<file path="src/rtl/scan_mux.sv">
// scan_mux: registered N-channel multiplexer with a manual mode and an
// automatic scan mode.
//
// Manual mode forwards the channel named by sel. Scan mode walks the channels
// enabled in mask, staying DWELL cycles on each one. After visiting the
// highest enabled channel it returns to the lowest, and wrap pulses on that
// return. All outputs are registered, so a sample taken at edge n shows up
// just after edge n.
//
// Ports:
//   clk        - clock; all state changes on its rising edge
//   rst        - synchronous active-high reset
//   din        - NCH packed channels; channel k is din[k*WIDTH +: WIDTH]
//   sel        - channel index used in manual mode
//   mode       - 0 = manual select, 1 = automatic scan
//   en         - block enable; when low the outputs hold and dout_valid drops
//   mask       - scan-mode channel enables; bit k includes channel k
//   dout       - selected sample (registered)
//   dout_ch    - index of the channel that drives dout
//   dout_valid - dout/dout_ch hold a legal sample
//   wrap       - one-cycle pulse when the scan pointer wraps around
module scan_mux #(
  parameter int WIDTH = 1,
  parameter int NCH   = 4,
  parameter int DWELL = 1,
  localparam int SELW = (NCH > 1) ? $clog2(NCH) : 1
) (
  input  logic                   clk,
  input  logic                   rst,
  input  logic [NCH*WIDTH-1:0]   din,
  input  logic [SELW-1:0]        sel,
  input  logic                   mode,
  input  logic                   en,
  input  logic [NCH-1:0]         mask,
  output logic [WIDTH-1:0]       dout,
  output logic [SELW-1:0]        dout_ch,
  output logic                   dout_valid,
  output logic                   wrap
);

  localparam int CW = (DWELL > 1) ? $clog2(DWELL) : 1;

  typedef enum logic [1:0] {
    IDLE   = 2'd0,
    MANUAL = 2'd1,
    SCAN   = 2'd2
  } state_e;

  state_e            state_q, state_d;
  logic [SELW-1:0]   ptr_q, ptr_d;
  logic [CW-1:0]     cnt_q, cnt_d;
  logic              empty_q, empty_d;
  logic [WIDTH-1:0]  dout_q, dout_d;
  logic [SELW-1:0]   ch_q, ch_d;
  logic              valid_q, valid_d;
  logic              wrap_q, wrap_d;

  logic [SELW-1:0]   lowIdx;
  logic [SELW-1:0]   nextIdx;
  logic              ptrOn;
  logic [SELW-1:0]   pickIdx;
  logic              pickLive;
  logic [WIDTH-1:0]  pickData;

  // Scan helpers. lowIdx is the lowest enabled channel. nextIdx is the next
  // enabled channel above the pointer, or lowIdx when no such channel exists.
  // ptrOn tells whether the current pointer channel is still enabled.
  always_comb begin
    lowIdx  = '0;
    nextIdx = '0;
    ptrOn   = 1'b0;
    for (int k = NCH - 1; k >= 0; k--) begin
      if (mask[k]) begin
        lowIdx = SELW'(k);
      end
    end
    nextIdx = lowIdx;
    for (int k = NCH - 1; k >= 0; k--) begin
      if (mask[k] && (k > int'(ptr_q))) begin
        nextIdx = SELW'(k);
      end
    end
    for (int k = 0; k < NCH; k++) begin
      if (ptr_q == SELW'(k)) begin
        ptrOn = mask[k];
      end
    end
  end

  // Next-state decision. Each branch picks the channel index to report
  // (pickIdx) and whether that index yields a legal sample (pickLive). The
  // data mux at the end of the block then fills in dout. In IDLE, dout and
  // dout_ch keep their previous values.
  always_comb begin
    state_d  = state_q;
    ptr_d    = ptr_q;
    cnt_d    = cnt_q;
    empty_d  = empty_q;
    dout_d   = dout_q;
    ch_d     = ch_q;
    valid_d  = 1'b0;
    wrap_d   = 1'b0;
    pickIdx  = ptr_q;
    pickLive = 1'b0;
    pickData = '0;

    if (!en) begin
      state_d = IDLE;
      empty_d = 1'b0;
    end else if (!mode) begin
      state_d  = MANUAL;
      empty_d  = 1'b0;
      pickIdx  = sel;
      pickLive = (int'(sel) < NCH);
      ch_d     = sel;
    end else begin
      state_d = SCAN;
      if (mask == '0) begin
        // Nothing to scan: hold the pointer. The next non-empty cycle
        // restarts from the lowest enabled channel.
        empty_d = 1'b1;
        ch_d    = ptr_q;
      end else if ((state_q != SCAN) || empty_q) begin
        empty_d  = 1'b0;
        ptr_d    = lowIdx;
        cnt_d    = '0;
        pickIdx  = lowIdx;
        pickLive = 1'b1;
        ch_d     = lowIdx;
      end else if (cnt_q == CW'(DWELL - 1)) begin
        // Dwell finished: move to the next enabled channel, using the mask
        // as it stands on this cycle.
        ptr_d    = nextIdx;
        cnt_d    = '0;
        wrap_d   = (nextIdx <= ptr_q);
        pickIdx  = nextIdx;
        pickLive = 1'b1;
        ch_d     = nextIdx;
      end else begin
        // Mid-dwell: stay on this channel even if it was masked off meanwhile.
        cnt_d    = cnt_q + 1'b1;
        pickIdx  = ptr_q;
        pickLive = ptrOn;
        ch_d     = ptr_q;
      end
    end

    for (int k = 0; k < NCH; k++) begin
      if (pickIdx == SELW'(k)) begin
        pickData = din[k*WIDTH +: WIDTH];
      end
    end

    if (state_d != IDLE) begin
      dout_d = pickLive ? pickData : '0;
    end
    valid_d = pickLive;
  end

  // The state, the scan pointer, the dwell counter and the registered
  // outputs all live in this one block.
  always_ff @(posedge clk) begin
    if (rst) begin
      state_q <= IDLE;
      ptr_q   <= '0;
      cnt_q   <= '0;
      empty_q <= 1'b0;
      dout_q  <= '0;
      ch_q    <= '0;
      valid_q <= 1'b0;
      wrap_q  <= 1'b0;
    end else begin
      state_q <= state_d;
      ptr_q   <= ptr_d;
      cnt_q   <= cnt_d;
      empty_q <= empty_d;
      dout_q  <= dout_d;
      ch_q    <= ch_d;
      valid_q <= valid_d;
      wrap_q  <= wrap_d;
    end
  end

  assign dout       = dout_q;
  assign dout_ch    = ch_q;
  assign dout_valid = valid_q;
  assign wrap       = wrap_q;

endmodule

</file>
<file path="config.mk">
export PLATFORM = sky130hd
export DESIGN_NAME = scan_mux
export DESIGN_NICKNAME = d
export VERILOG_FILES = /design/src/rtl/scan_mux.sv
export SDC_FILE = /design/constraint.sdc
export NUM_CORES = 1
export LEC_CHECK = 0
export CELL_PAD_IN_SITES_DETAIL_PLACEMENT = 0
export CELL_PAD_IN_SITES_GLOBAL_PLACEMENT = 1
export CORE_UTILIZATION = 33
export CTS_CLUSTER_DIAMETER = 100
export DETAILED_ROUTE_END_ITERATION = 6
export PLACE_DENSITY_LB_ADDON = 0.1
export SYNTH_ARGS = -nofsm -noshare
export SYNTH_HDL_FRONTEND = slang
export SYNTH_SLANG_ARGS = --single-unit
</file>
<file path="constraint.sdc">
create_clock -name clk -period 1.9 [get_ports clk]
set_clock_uncertainty 0.05 [all_clocks]
set_input_delay 0.285 -clock clk [delete_from_list [all_inputs] [get_ports clk]]
set_output_delay 0.285 -clock clk [all_outputs]
set_load 0.05 [all_outputs]
</file>
Word-level counts from Yosys, hierarchy flattened. Index checks and enable logic that the tools add are counted.

Bits in registers: 11. Bits of input ports: 14. Logic and storage cells: 68.

Bitwise operators: 3. Add/sub/neg operators: 1. Multiplexer cells: 32. Magnitude comparators: 4. Eq/ne operators: 7. Reductions and logical operators: 13.

Operator list (number): 2-bit 2-to-1 mux (14); 1-bit 2-to-1 mux (18); 2-bit equality test (second input constant) (4); 6-bit OR reduction (1); 2-bit by 1-bit equality test with 1-bit output (second input constant) (2); 2-bit greater-than comparator (first input constant) (2); 2-bit zero test (2); 4-bit zero test (1); 2-bit nonzero test (2); 1-bit logical AND (3); 1-bit inverter (3); 3-bit AND reduction (1); 3-bit OR reduction (1); 1-bit by 2-bit greater-than comparator with 1-bit output (first input constant) (1); 2-bit less-or-equal comparator (1); 2-bit inequality test (second input constant) (1); 2-bit AND reduction (1); 1-bit adder (second input constant) (1); 1-bit logical OR (1).

Depth between registers and ports, before layout.
Depth in word-level cells: 18. Mapped depth: 8. Mapped depth without buffers: 8.

Least setup slack after synthesis. No wires, ideal clock.

Path kind: flip-flop to flip-flop. From: reg ptr_q[1]. To: reg wrap_q (netlist: wrap). Setup time: 96 ps. Stages on the path, launching flop included: 8. Clock period less this slack: 1662 ps. Path slack: 238 ps. Arrival time: 1516 ps. Path buffers: 0. Required time: 1754 ps. Path through: dfxtp_1 > inv_1 > o31ai_1 > nor3_1 > ha_1 > a21oi_1 > a21oi_1 > nor4b_1.

Longest elaborated chain between the ends: 6.

RTL lines: start, declared (line 50) `logic [SELW-1:0] ptr_q, ptr_d;`; start signal, assigned (line 174) `ptr_q <= ptr_d;`; 2-bit greater-than comparator (line 79) `if (mask[k] && (k > int'(ptr_q))) begin`; 1-bit logical AND (line 79); 2-bit 2-to-1 mux (3 in series) (line 79); 2-bit less-or-equal comparator (*) (line 135) `wrap_d = (nextIdx <= ptr_q);`; end signal, assigned (line 180) `wrap_q <= wrap_d;`; end, declared (line 56) `logic wrap_q, wrap_d;`.

Every way passes the cells marked *; elsewhere a longest branch is shown, timed or not. A chain may end at the register's enable or synchronous reset.

Final worst setup path.
From: in mask[2]. To: reg dout_q (netlist: dout).

Longest elaborated chain between the ends: 17.

RTL lines: start, declared (line 34) `input logic [NCH-1:0] mask,`; 2-bit 2-to-1 mux (3 in series) (line 73) `if (mask[k]) begin`; 2-bit 2-to-1 mux (3 in series) (line 79); 2-bit 2-to-1 mux; 2-bit 2-to-1 mux (line 123) `end else if ((state_q != SCAN) || empty_q) begin`; 2-bit 2-to-1 mux; 2-bit 2-to-1 mux (line 110) `end else if (!mode) begin`; 2-bit 2-to-1 mux (line 107) `if (!en) begin`; 2-bit zero test (line 149) `if (pickIdx == SELW'(k)) begin`; 1-bit 2-to-1 mux (4 in series) (line 149); 1-bit 2-to-1 mux (*) (line 155) `dout_d = pickLive ? pickData : '0;`; end signal, assigned (line 177) `dout_q <= dout_d;`; end, declared (line 53) `logic [WIDTH-1:0] dout_q, dout_d;`.

Marked as above.

==> out/metrics.yaml <==
routing:
  wl_microns: 1467
  detail_route.first_pass.iterations: 2
  drcViolationCount: 0
  wire_per_inst_microns: 10.87
  viasPerCell: 5.052
  antenna_left: 0
  via_count: 682
  dr.first_iter.drc_count: 9
placement:
  portBuffers: 18
  routabilityCongestion: 0.8371
  hpwl_microns: 1233
  placed_area_sq_um: 932.1
critical_path:
  max_stage_delay_ns: 0.47
  worstPathMaxFanout: 5
  required_ns: 2.00
  critPathSlowestCell: "clkdlybuf4s50_1"
  worstSetupPathType: "input pin to register"
  end_kind: "register"
  path_cells: "clkdlybuf4s50_1, nor4_2, buf_4, a31o_1, nor2_1, a31oi_4, mux2i_1, o211ai_2"
  arrival_ns: 1.87
  worst_setup_path_start_kind: "input pin"
pwr:
  p_sw_w: 0.0001623
  swShare_pct: 28.22
  power_frac_clock_pct: 32.8
  p_seq_share_pct: 39.3
  intPower_w: 0.0004128
  powerDensity_nw_per_um2: 588.6
  pwr-share-comb_pct: 27.9
  ir_drop_v: 0.0004059
  p_leak_nw: 0.3966
finish:
  area_growth_pct: 47.08
  layout.nets: 127
  antenna_cells: 0
  multi_input_area_sq_um: 436.7
  final_cell_area_sq_um: 977.2
  drive_above_1_share_pct: 20.91
  seqCellArea_sq_um: 202.7
  fillers: 191
synthesis:
  synthTopCellsByArea: "dfxtp_1 (30%), inv_1 (5.1%), mux2i_1 (4.5%)"
  syn_nets: 97
  synth_top_cell_by_area: "dfxtp_1"
  synthCells: 81
  ys_ff_latch: 10
  seq_area_frac_synth_pct: 30.13
  synthesis.area_sq_um: 664.4
  synth.avg_cell_area_sq_um: 8.202
  yosys_warnings: 0
  synth_cell_types: 32
  synth_top_area_share_pct: 30.13
cts:
  clkSlewWorstSetupHoldPaths_ns: 0.06
  post_cts_buffers: 0
  cts_tree: "yes"
  cts_inserted_buffers: 3
  cts.sinks: 10
  clk_latency_ns: 0.26
  cts_max_path_buffers: 2
  h-tree-depth: 1
  cts_root_buffer: "clkbuf_4"
global_route:
  overflow: 0
  grt_max_degree: 9
  grt_pass1_vias: 586
  grt_usage_pct: 15.49
  grt_pass1_wl_microns: 2428
  antenna_found_initial: 0
worst_hold_path:
  hold_class: "register to register"
die:
  num_rows: 15
  fp.coreArea_sq_um: 1802
  die_h_microns: 46.87
  die_area_sq_um: 2197
  die_w_microns: 46.87
  initial_core_util_pct: 36.87
  ios: 19
sta:
  timing.final.crit_share_pct: 93.19
  clock.fmax_mhz: 564.7
  finalMaxSlewViolations: 0
  hold_violations: 0
  post-route-min-period_ns: 1.771
  finalSetupViolCount: 0
  relSlewSlack_pct: 66.95
  worst_pin_slew_ns: 0.4942
  holdWs_ns: 0.4155
job:
  drv_cap: 0
outcome:
  status: "completed"
==> power groups by stage <==
stage	logic [W]	clock network, W	registers, W
after floorplan	0.0000703	0	0.000250
after global placement	0.000162	0	0.000230
after detailed placement	0.000162	0	0.000230
after CTS	0.000162	0.000194	0.000226
after global routing	0.000177	0.000202	0.000227
final	0.000161	0.000188	0.000226
==> kinds of logic after synthesis <==
group	count (synthesis)	share of synthesized area (%)
simple gates	31	27.68
compound gates	25	28.25
buf+inv	10	5.649
flops	10	30.13
mux	3	4.520
fa+ha+maj	2	3.766
==> cell type report <==
cell class | count | share of cell area, %
multi-input cells | 61 | 44.69
repair buffers | 26 | 24.20
well taps | 25 | 3.201
clock buffers | 4 | 3.713
inverters | 9 | 3.457
flip-flops and latches | 10 | 20.74
==> routing by layer <==
| layer | GRT usage, % | up-vias | wire (microns) | part of all wire [%] |
|---|---|---|---|---|
| met3 | 4.615 | 2 | 69 | 4.7 |
| met2 | 24.17 | 13 | 610 | 42 |
| met1 | 21.16 | 312 | 778 | 53 |
| met4 | 3.429 | 0 | 8 | 0.55 |
| met5 | 0 | - | 0 | 0 |
| li1 | - | 355 | - | - |
==> registers in the layout, summed over array words and instances, names as in the netlist <==
signal      flops
dout_ch         2
ptr_q           2
state_q         2
dout            1
dout_valid      1
empty_q         1
wrap            1
==> stage by stage <==
step                std cells  setup WS [ns]  utilization [%]  power [W]    TNS [ns]
finish                    135         0.1293            54.24  0.0005751           0
CTS                       135       0.009994            54.10  0.0005816           0
global placement          131        -0.3441            51.74  0.0003917      -1.354
global route              135     -0.0001490            54.24  0.0006060  -0.0001490
detailed placement        131        -0.3490            51.74  0.0003922      -1.311
floorplan                  81         0.2376                -  0.0003206           0
==> cell usage after synthesis <==
cell / count
dfxtp_1: 10
inv_1: 9
nor2_1: 8
a21oi_1: 5
nand2_1: 5
nand2b_1: 4
nand3b_1: 4
o21ai_0: 4
a211oi_1: 3
mux2i_1: 3
a31oi_1: 2
and3_1: 2
ha_1: 2
o22ai_1: 2
a21o_1: 1
a31o_1: 1
a31oi_4: 1
and2_1: 1
and2_2: 1
clkbuf_1: 1
nor3_1: 1
nor4_2: 1
nor4b_1: 1
o2111ai_1: 1
o211a_1: 1
o211ai_2: 1
o21bai_1: 1
o311a_2: 1
o31ai_1: 1
or3_2: 1
or3b_1: 1
or4_4: 1
==> placed cells by master, fill, tap and decap left out, types with 2 or more instances in the layout <==
cell type        count
buf_4                8
a21oi_1              5
clkdlybuf4s50_1     15
nand3b_1             4
o22ai_1              2
dlygate4sd2_1        3
mux2i_1              3
ha_1                 2
a31oi_1              2
nor2_1               8
o21ai_0              4
nand2b_1             4
and3_1               2
a211oi_1             2
clkbuf_4             3
dfxtp_2              2
inv_1                9
dfxtp_1              8
nand2_1              5
==> final timing paths <==
path,start,end,slack [ns],cells after the start
worst max-delay path,mask[2],dout,0.13,8
worst min-delay path,dout_ch[0],dout_ch[0],0.42,2
worst max register to register,empty_q,dout,0.16,5
worst min register to register,dout_ch[0],dout_ch[0],0.42,2
==> repair_timing <==
| item | in CTS | in global routing |
|---|---|---|
| endpoints found under the setup margin | 2 | 2 |
| pin swaps | 2 | 1 |
| gates resized for setup | 5 | 2 |
| hold buffers | 0 | 0 |
==> worst max-delay path, delay by kind of cell <==
family,cells,cell delay [ns]
simple gates,2,0.28
compound gates,3,0.43
buf+inv,2,0.65
mux,1,0.24
Power figures use the tool's default switching activity.
